===== config.mk =====
export PLATFORM = sky130hd
export DESIGN_NAME = link_word_packer
export DESIGN_NICKNAME = d
export VERILOG_FILES = /design/src/rtl/link_pkg.sv /design/src/rtl/link_word_fifo.sv /design/src/rtl/link_word_packer.sv
export SDC_FILE = /design/constraint.sdc
export NUM_CORES = 1
export LEC_CHECK = 0
export ABC_AREA = 1
export ABC_CLOCK_PERIOD_IN_PS = 5100
export CORE_MARGIN = 2
export CORE_UTILIZATION = 56
export CTS_BUF_LIST = sky130_fd_sc_hd__clkbuf_8
export CTS_CLUSTER_DIAMETER = 100
export DETAILED_ROUTE_END_ITERATION = 8
export PLACE_DENSITY = 0.78
export SETUP_SLACK_MARGIN = 0.3
export SYNTH_ARGS = -nofsm -noshare
export SYNTH_HDL_FRONTEND = slang
export SYNTH_SLANG_ARGS = --single-unit

===== constraint.sdc =====
create_clock -name clk -period 5.1 [get_ports clk]
set_input_delay 1.02 -clock clk [delete_from_list [all_inputs] [get_ports clk]]
set_output_delay 1.02 -clock clk [all_outputs]
set_load 0.05 [all_outputs]

===== src/rtl/link_pkg.sv =====
// Shared link constants and the word-FIFO entry layout.
// The link receive stage's checker uses these same constants.
package link_pkg;

  localparam int BYTE_W = 8;
  localparam int WORD_W = 16;
  localparam logic [BYTE_W-1:0] PAD_BYTE = 8'h00;

  typedef struct packed {
    logic [WORD_W-1:0] data;
    logic              partial;
  } fifo_entry_t;

  // The first byte received goes in the low half of the word.
  function automatic fifo_entry_t make_entry(input logic [BYTE_W-1:0] hi,
                                             input logic [BYTE_W-1:0] lo,
                                             input logic              partial);
    fifo_entry_t e;
    e.data    = {hi, lo};
    e.partial = partial;
    return e;
  endfunction

endpackage


===== src/rtl/link_word_fifo.sv =====
// Small synchronous word FIFO. It has no full-bypass: a push is honoured only when there is free space.
// The head entry is read combinationally.
module link_word_fifo
  import link_pkg::*;
#(
  parameter int DEPTH = 4
) (
  input  logic                       clk,
  input  logic                       rst,
  input  logic                       push_i,
  input  fifo_entry_t                push_entry_i,
  input  logic                       pop_i,
  output fifo_entry_t                head_o,
  output logic [$clog2(DEPTH):0]     count_o,
  output logic                       full_o,
  output logic                       empty_o
);

  localparam int PTR_W = $clog2(DEPTH);

  fifo_entry_t            mem_q [DEPTH];
  logic [PTR_W-1:0]       wptr_q;
  logic [PTR_W-1:0]       rptr_q;
  logic [PTR_W:0]         count_q;
  logic                   push_ok;
  logic                   pop_ok;

  assign full_o  = (count_q == (PTR_W+1)'(DEPTH));
  assign empty_o = (count_q == '0);
  assign count_o = count_q;
  assign head_o  = mem_q[rptr_q];
  assign push_ok = push_i && !full_o;
  assign pop_ok  = pop_i && !empty_o;

  // Storage is cleared on reset as well, so out_data reads 0 afterwards.
  always_ff @(posedge clk) begin
    if (rst) begin
      for (int i = 0; i < DEPTH; i++) begin
        mem_q[i] <= '0;
      end
      wptr_q  <= '0;
      rptr_q  <= '0;
      count_q <= '0;
    end else begin
      if (push_ok) begin
        mem_q[wptr_q] <= push_entry_i;
        wptr_q        <= wptr_q + PTR_W'(1);
      end
      if (pop_ok) begin
        rptr_q <= rptr_q + PTR_W'(1);
      end
      case ({push_ok, pop_ok})
        2'b10:   count_q <= count_q + (PTR_W+1)'(1);
        2'b01:   count_q <= count_q - (PTR_W+1)'(1);
        default: count_q <= count_q;
      endcase
    end
  end

endmodule


===== src/rtl/link_word_packer.sv =====
// Packs link bytes in pairs into 16-bit words, with the first byte in the low half.
// It queues the words for the on-chip sink, and a flush emits any held odd byte padded with zero.
module link_word_packer
  import link_pkg::*;
#(
  parameter int DEPTH = 4,
  parameter int CNT_W = 16
) (
  input  logic              clk,
  input  logic              rst,
  input  logic [BYTE_W-1:0] in_data,
  input  logic              in_valid,
  output logic              in_ready,
  input  logic              flush,
  output logic [WORD_W-1:0] out_data,
  output logic              out_partial,
  output logic              out_valid,
  input  logic              out_ready,
  output logic [CNT_W-1:0]  word_cnt
);

  localparam int PTR_W = $clog2(DEPTH);

  logic [BYTE_W-1:0] hold_q, hold_d;
  logic              half_q, half_d;
  logic              flush_pend_q, flush_pend_d;
  logic [CNT_W-1:0]  word_cnt_q, word_cnt_d;

  logic              push;
  fifo_entry_t       push_entry;
  logic              pop;
  logic              accept;
  fifo_entry_t       head;
  logic [PTR_W:0]    count;
  logic              full;
  logic              empty;

  // A flush that hits a held byte takes the FIFO slot for this cycle, so the link is stalled.
  assign in_ready  = (count < (PTR_W+1)'(DEPTH)) && !flush_pend_q && !(flush && half_q);
  assign accept    = in_valid && in_ready;
  assign out_valid = !empty;
  assign pop       = out_valid && out_ready;
  assign out_data  = head.data;
  assign out_partial = head.partial;
  assign word_cnt  = word_cnt_q;

  // A pending padded word outranks a new flush, and a new flush outranks a byte accept.
  // flush_pend only covers a flush that arrives while the FIFO is full.
  always_comb begin
    hold_d       = hold_q;
    half_d       = half_q;
    flush_pend_d = flush_pend_q;
    push         = 1'b0;
    push_entry   = '0;
    if (flush_pend_q) begin
      if (!full) begin
        push         = 1'b1;
        push_entry   = make_entry(PAD_BYTE, hold_q, 1'b1);
        flush_pend_d = 1'b0;
        half_d       = 1'b0;
      end
    end else if (flush && half_q) begin
      if (!full) begin
        push       = 1'b1;
        push_entry = make_entry(PAD_BYTE, hold_q, 1'b1);
        half_d     = 1'b0;
      end else begin
        flush_pend_d = 1'b1;
      end
    end else if (accept) begin
      if (half_q) begin
        push       = 1'b1;
        push_entry = make_entry(in_data, hold_q, 1'b0);
        half_d     = 1'b0;
      end else begin
        hold_d = in_data;
        half_d = 1'b1;
      end
    end
    word_cnt_d = word_cnt_q + CNT_W'(pop);
  end

  always_ff @(posedge clk) begin
    if (rst) begin
      hold_q       <= '0;
      half_q       <= 1'b0;
      flush_pend_q <= 1'b0;
      word_cnt_q   <= '0;
    end else begin
      hold_q       <= hold_d;
      half_q       <= half_d;
      flush_pend_q <= flush_pend_d;
      word_cnt_q   <= word_cnt_d;
    end
  end

  link_word_fifo #(
    .DEPTH(DEPTH)
  ) u_fifo (
    .clk          (clk),
    .rst          (rst),
    .push_i       (push),
    .push_entry_i (push_entry),
    .pop_i        (pop),
    .head_o       (head),
    .count_o      (count),
    .full_o       (full),
    .empty_o      (empty)
  );

endmodule

Word level (Yosys, flattened, before mapping). Memory sizes are Yosys's and may differ from the RTL's. A register that Yosys moved wholly into a read port is not among the register bits. Index checks and enable logic that the tools add are counted.

Register bits: 33. Bits in writable memories: 68. Bits of input ports: 13. Output and inout bits: 35. Logic and storage cells: 65. Memories kept: 1.

Add/subtract/negate cells: 5. Magnitude comparators: 1. Equal/unequal tests: 3. Mux-type cells: 29. Bitwise logic cells: 3. Reductions and logical operators: 16.

Memories: u_fifo.mem_q (words 4, bits a word 17, read ports 1, clocked after Yosys merged registers in 1, write ports 4, line link_word_fifo.sv:21) `fifo_entry_t mem_q [DEPTH];`.

Operators with widths (count): $mux W17 (5); $mux W1 (19); $reduce_or A17 Y1 (1); $add A16 B1 Y16 (1); $mux W9 (1); $logic_and A1 B1 Y1 (7); $mux W2 (3); $pmux W3 S2 (1); $add A2 B1 Y2 const B (2); $logic_not A1 Y1 (4); $reduce_and A4 Y1 (1); $add A3 B1 Y3 const B (1); $eq A3 B3 Y1 const B (1); $logic_not A3 Y1 (1); $lt A3 B3 Y1 const B (1); $not A1 Y1 (3); $reduce_bool A3 Y1 (1); $sub A3 B1 Y3 const B (1); $eq A2 B1 Y1 const B (1); $eq A2 B2 Y1 const B (1); $reduce_bool A2 Y1 (1).

Depth between registers and ports, before layout.
Depth after elaboration: 13. Mapped depth: 12. Gate-level depth less buffers: 12.

By module. Synthesis repeated with hierarchy kept, for this count alone.

Cell total of the unflattened synthesis: 553. Area total of the unflattened synthesis: 4911.0 um^2.

Modules (own cells, without submodules): link_word_fifo (times used 1, cells each 343, area an instance 3499.6 um^2, sequential area each 2222.1 um^2); link_word_packer (times used 1, cells each 210, area an instance 1411.4 um^2, sequential area each 520.5 um^2).

Worst setup path after synthesis. No wires, ideal clock.

Path kind: input to register. Start: input flush. End: memory u_fifo.mem_q[1][0] (netlist bit), enable pin. Library setup time: 0.415 ns. Arrival time: 2.890 ns. Data required time: 4.685 ns. Path slack: 1.795 ns. Stages on the path: 7. Buffers on the path: 1. Cells stage by stage: nand2_1 > inv_1 > nor2_2 > nand2_2 > buf_4 > nand4_4 > o21ai_0.

RTL lines: start, declared (line link_word_packer.sv:14) `input logic flush,`; end, declared (line link_word_fifo.sv:21).

==> run metrics <==
DR pass1 iterations 5; Critical Path Fanout Max 35; worst setup path category reg -> out; global route overflow 0; EDFF count, synth between 60 and 70; #FFs+latches synth approximately 100; CTS buffer count 9; Die ar. 8968 um^2; largest family of logic cells by synthesized area simple AND/OR/NAND/NOR gates; post_cts resized 0; FFs w/ async S/R, synth 0; Post-Synthesis Net Count around 520; fmax about 0.26 GHz; CTS sink count 103; dpl ws 1.260 ns; R2R Setup Slk ~2.5 ns; DRC violation total after the first TritonRoute iteration roughly 230; Routed wire per std cell around 16 um; Max stage delay cell, worst path clkdlybuf4s50_1; area grow syn2layout 15.92%; share of layout cells above drive strength 1 0.05678; Slew headroom 0.3954; mux share of post-synthesis cell area 0; Final Hold Fails 0; XOR/XNOR share of the synthesized area 0.001901; crit-path leading delay family buffers and inverters; Data arrival, critical path around 2.9 ns; worst endpoint required time ~4 ns; CP Buf/Inv Count 3; clk_skew roughly 0.012 ns; measured slew at the worst slew-check pin between 0.9 and 1 ns; Seq/Total Area, Yosys 0.5953; Tcrit/Tclk final 0.7645; Distinct cells, synth 32; area share of fa/ha/maj cells after synthesis 0.01249; dominant cell type by area after synthesis edfxtp_1; Die X between 90 and 100 um; Slew Limit Fails 0; DRC 0; Power Total ~2.4 mW; IO Pins 48; WL final between 10,000 and 15,000 um; most area-consuming cells after synthesis edfxtp_1, dfxtp_1, nor2_1; vias 3,658; cells along the critical path buf_4 -> inv_1 -> o21ai_0 -> o22ai_1 -> clkdlybuf4s50_1; Synth Area in Compound Gates 0.1124; LEAKAGE 1.915 nW; setup TNS 0 ns; Post-synth top cells nor2_1, edfxtp_1, o21ai_0; TritonCTS clock tree built; MaxCap Viol Count 0; htree depth 3; Ys Warns 0; Mapped Cells 500; clk_lat worst skew around 0.37 ns; first-pass GRT wire length around 17,000 um; syn avg cell area slightly above 9 um^2; Vias/cell approximately 5.6; clk root buf clkbuf_8; most common cell in the netlist nor2_1; post-DP HPWL 6903 um; startpoint class of the critical path flop; vias in the first global route roughly 3,600; number of diodes 0; Initial Util 0.5693; ANT nets after route 0; status complete, no violations; PortBufs between 40 and 50; die height ~95 um; Synth Area in Simple Gates 0.2184; PwrDens 441.3 nW/um^2; Final nets approximately 560; crit-path max cell delay 0.85 ns; Rows 33; Cell Area, Synth about 4600 um^2; worst vdd ir between 400 and 500 uV; initial antenna violation count 0; setup bufs post-CTS 0; core area 8093 um^2; GRT Total Usage 0.2465; GPL Wtd Cong 0.8914; share of the synthesized area in the top cell type 0.4432; Clock Tree Buf Depth 2; largest net degree at the start of global routing 36; CP Capture Type output port; clock slew at reported path FFs ~0.08 ns; # hold bufs at CTS 0; Final Critical Period slightly below 4 ns; # setup viols final 0; Min-Delay Path Class reg -> reg; min setup slack post-route 1.201 ns; main flop type after synthesis edfxtp_1; RSZ-0062 raised after global routing false
final cells by class:
| cell class | count | area, um^2 |
|---|---|---|
| Clock buffer | 9 | 123.9 |
| Clock inverter | 7 | 63.81 |
| Fill cell | 667 | 2753 |
| Inverter | 48 | 180.2 |
| Multi-Input combinational cell | 327 | 1590 |
| Sequential cell | 103 | 2743 |
| Tap cell | 105 | 131.4 |
| Timing Repair Buffer | 52 | 508.0 |
cells in the final DEF, fill, tap and decap left out, types with 2 or more instances in the layout:
cell type,instances
a21oi_1,18
buf_4,5
clkbuf_8,9
clkdlybuf4s50_1,47
clkinv_1,4
dfxtp_1,35
edfxtp_1,68
ha_1,3
inv_1,45
nand2_1,46
nand2_2,2
nand3_1,20
nand4_1,6
nand4_2,2
nor2_1,102
nor2_2,2
nor3_1,42
o21ai_0,54
o21ai_1,2
o22ai_1,17
report_power, final:
group | switching (mW) | total (mW) | internal [mW]
Sequential | 0.0434 | 1.01 | 0.968
Combinational | 0.602 | 0.854 | 0.252
Clock | 0.269 | 0.491 | 0.222
kinds of logic after synthesis:
family                     after synthesis
and+or+nand+nor                        226
xor gates and xnor gates                 1
buffers and inverters                   70
adders and majority gates                4
DFF                                    103
AOI/OAI and AO/OA                       96
stage by stage:
step           cell area [um^2]    util  cells  hold slack [ns]
3_5_place_dp               5152  0.6367    635           0.4715
2_1_floorplan              4607       -    500           0.4363
5_1_grt                    5340  0.6599    651           0.5209
4_1_cts                    5340  0.6599    651           0.4856
3_3_place_gp               5152  0.6367    635           0.4629
6_report                   5340  0.6599    651           0.4806
routing by layer:
metal  routed length, um  up-vias  track usage  part of all wire
li1                    -     1793            -                 -
met5                   0        -            0                 0
met2                4991      123       0.4137              0.49
met1                4475     1721       0.3178              0.44
met3                 474       21      0.03033             0.046
met4                 277        0       0.1196             0.027
state kept, by name, summed over array words and instances, names as in the netlist, named ones only:
name            flops
half_q              1
u_fifo.wptr_q       2
word_cnt           16
u_fifo.mem_q       68
u_fifo.count_o      3
u_fifo.rptr_q       2
hold_q              8
flush_pend_q        1
path summary, 6_finish.rpt:
path | startpoint | end | cells after the start
setup reg to reg | u_fifo.wptr_q[1] | u_fifo.mem_q[2][9] | 4
hold reg to reg | u_fifo.rptr_q[1] | flop | 2
hold / removal | u_fifo.rptr_q[1] | flop | 2
setup / recovery | flop | out_partial | 5
worst min-delay path, cell delays in order, from the launching register on:
cell and delay (ns):
dfxtp_1 0.31, inv_1 0.06, a21oi_1 0.07
(Power assumes the default switching activity.)
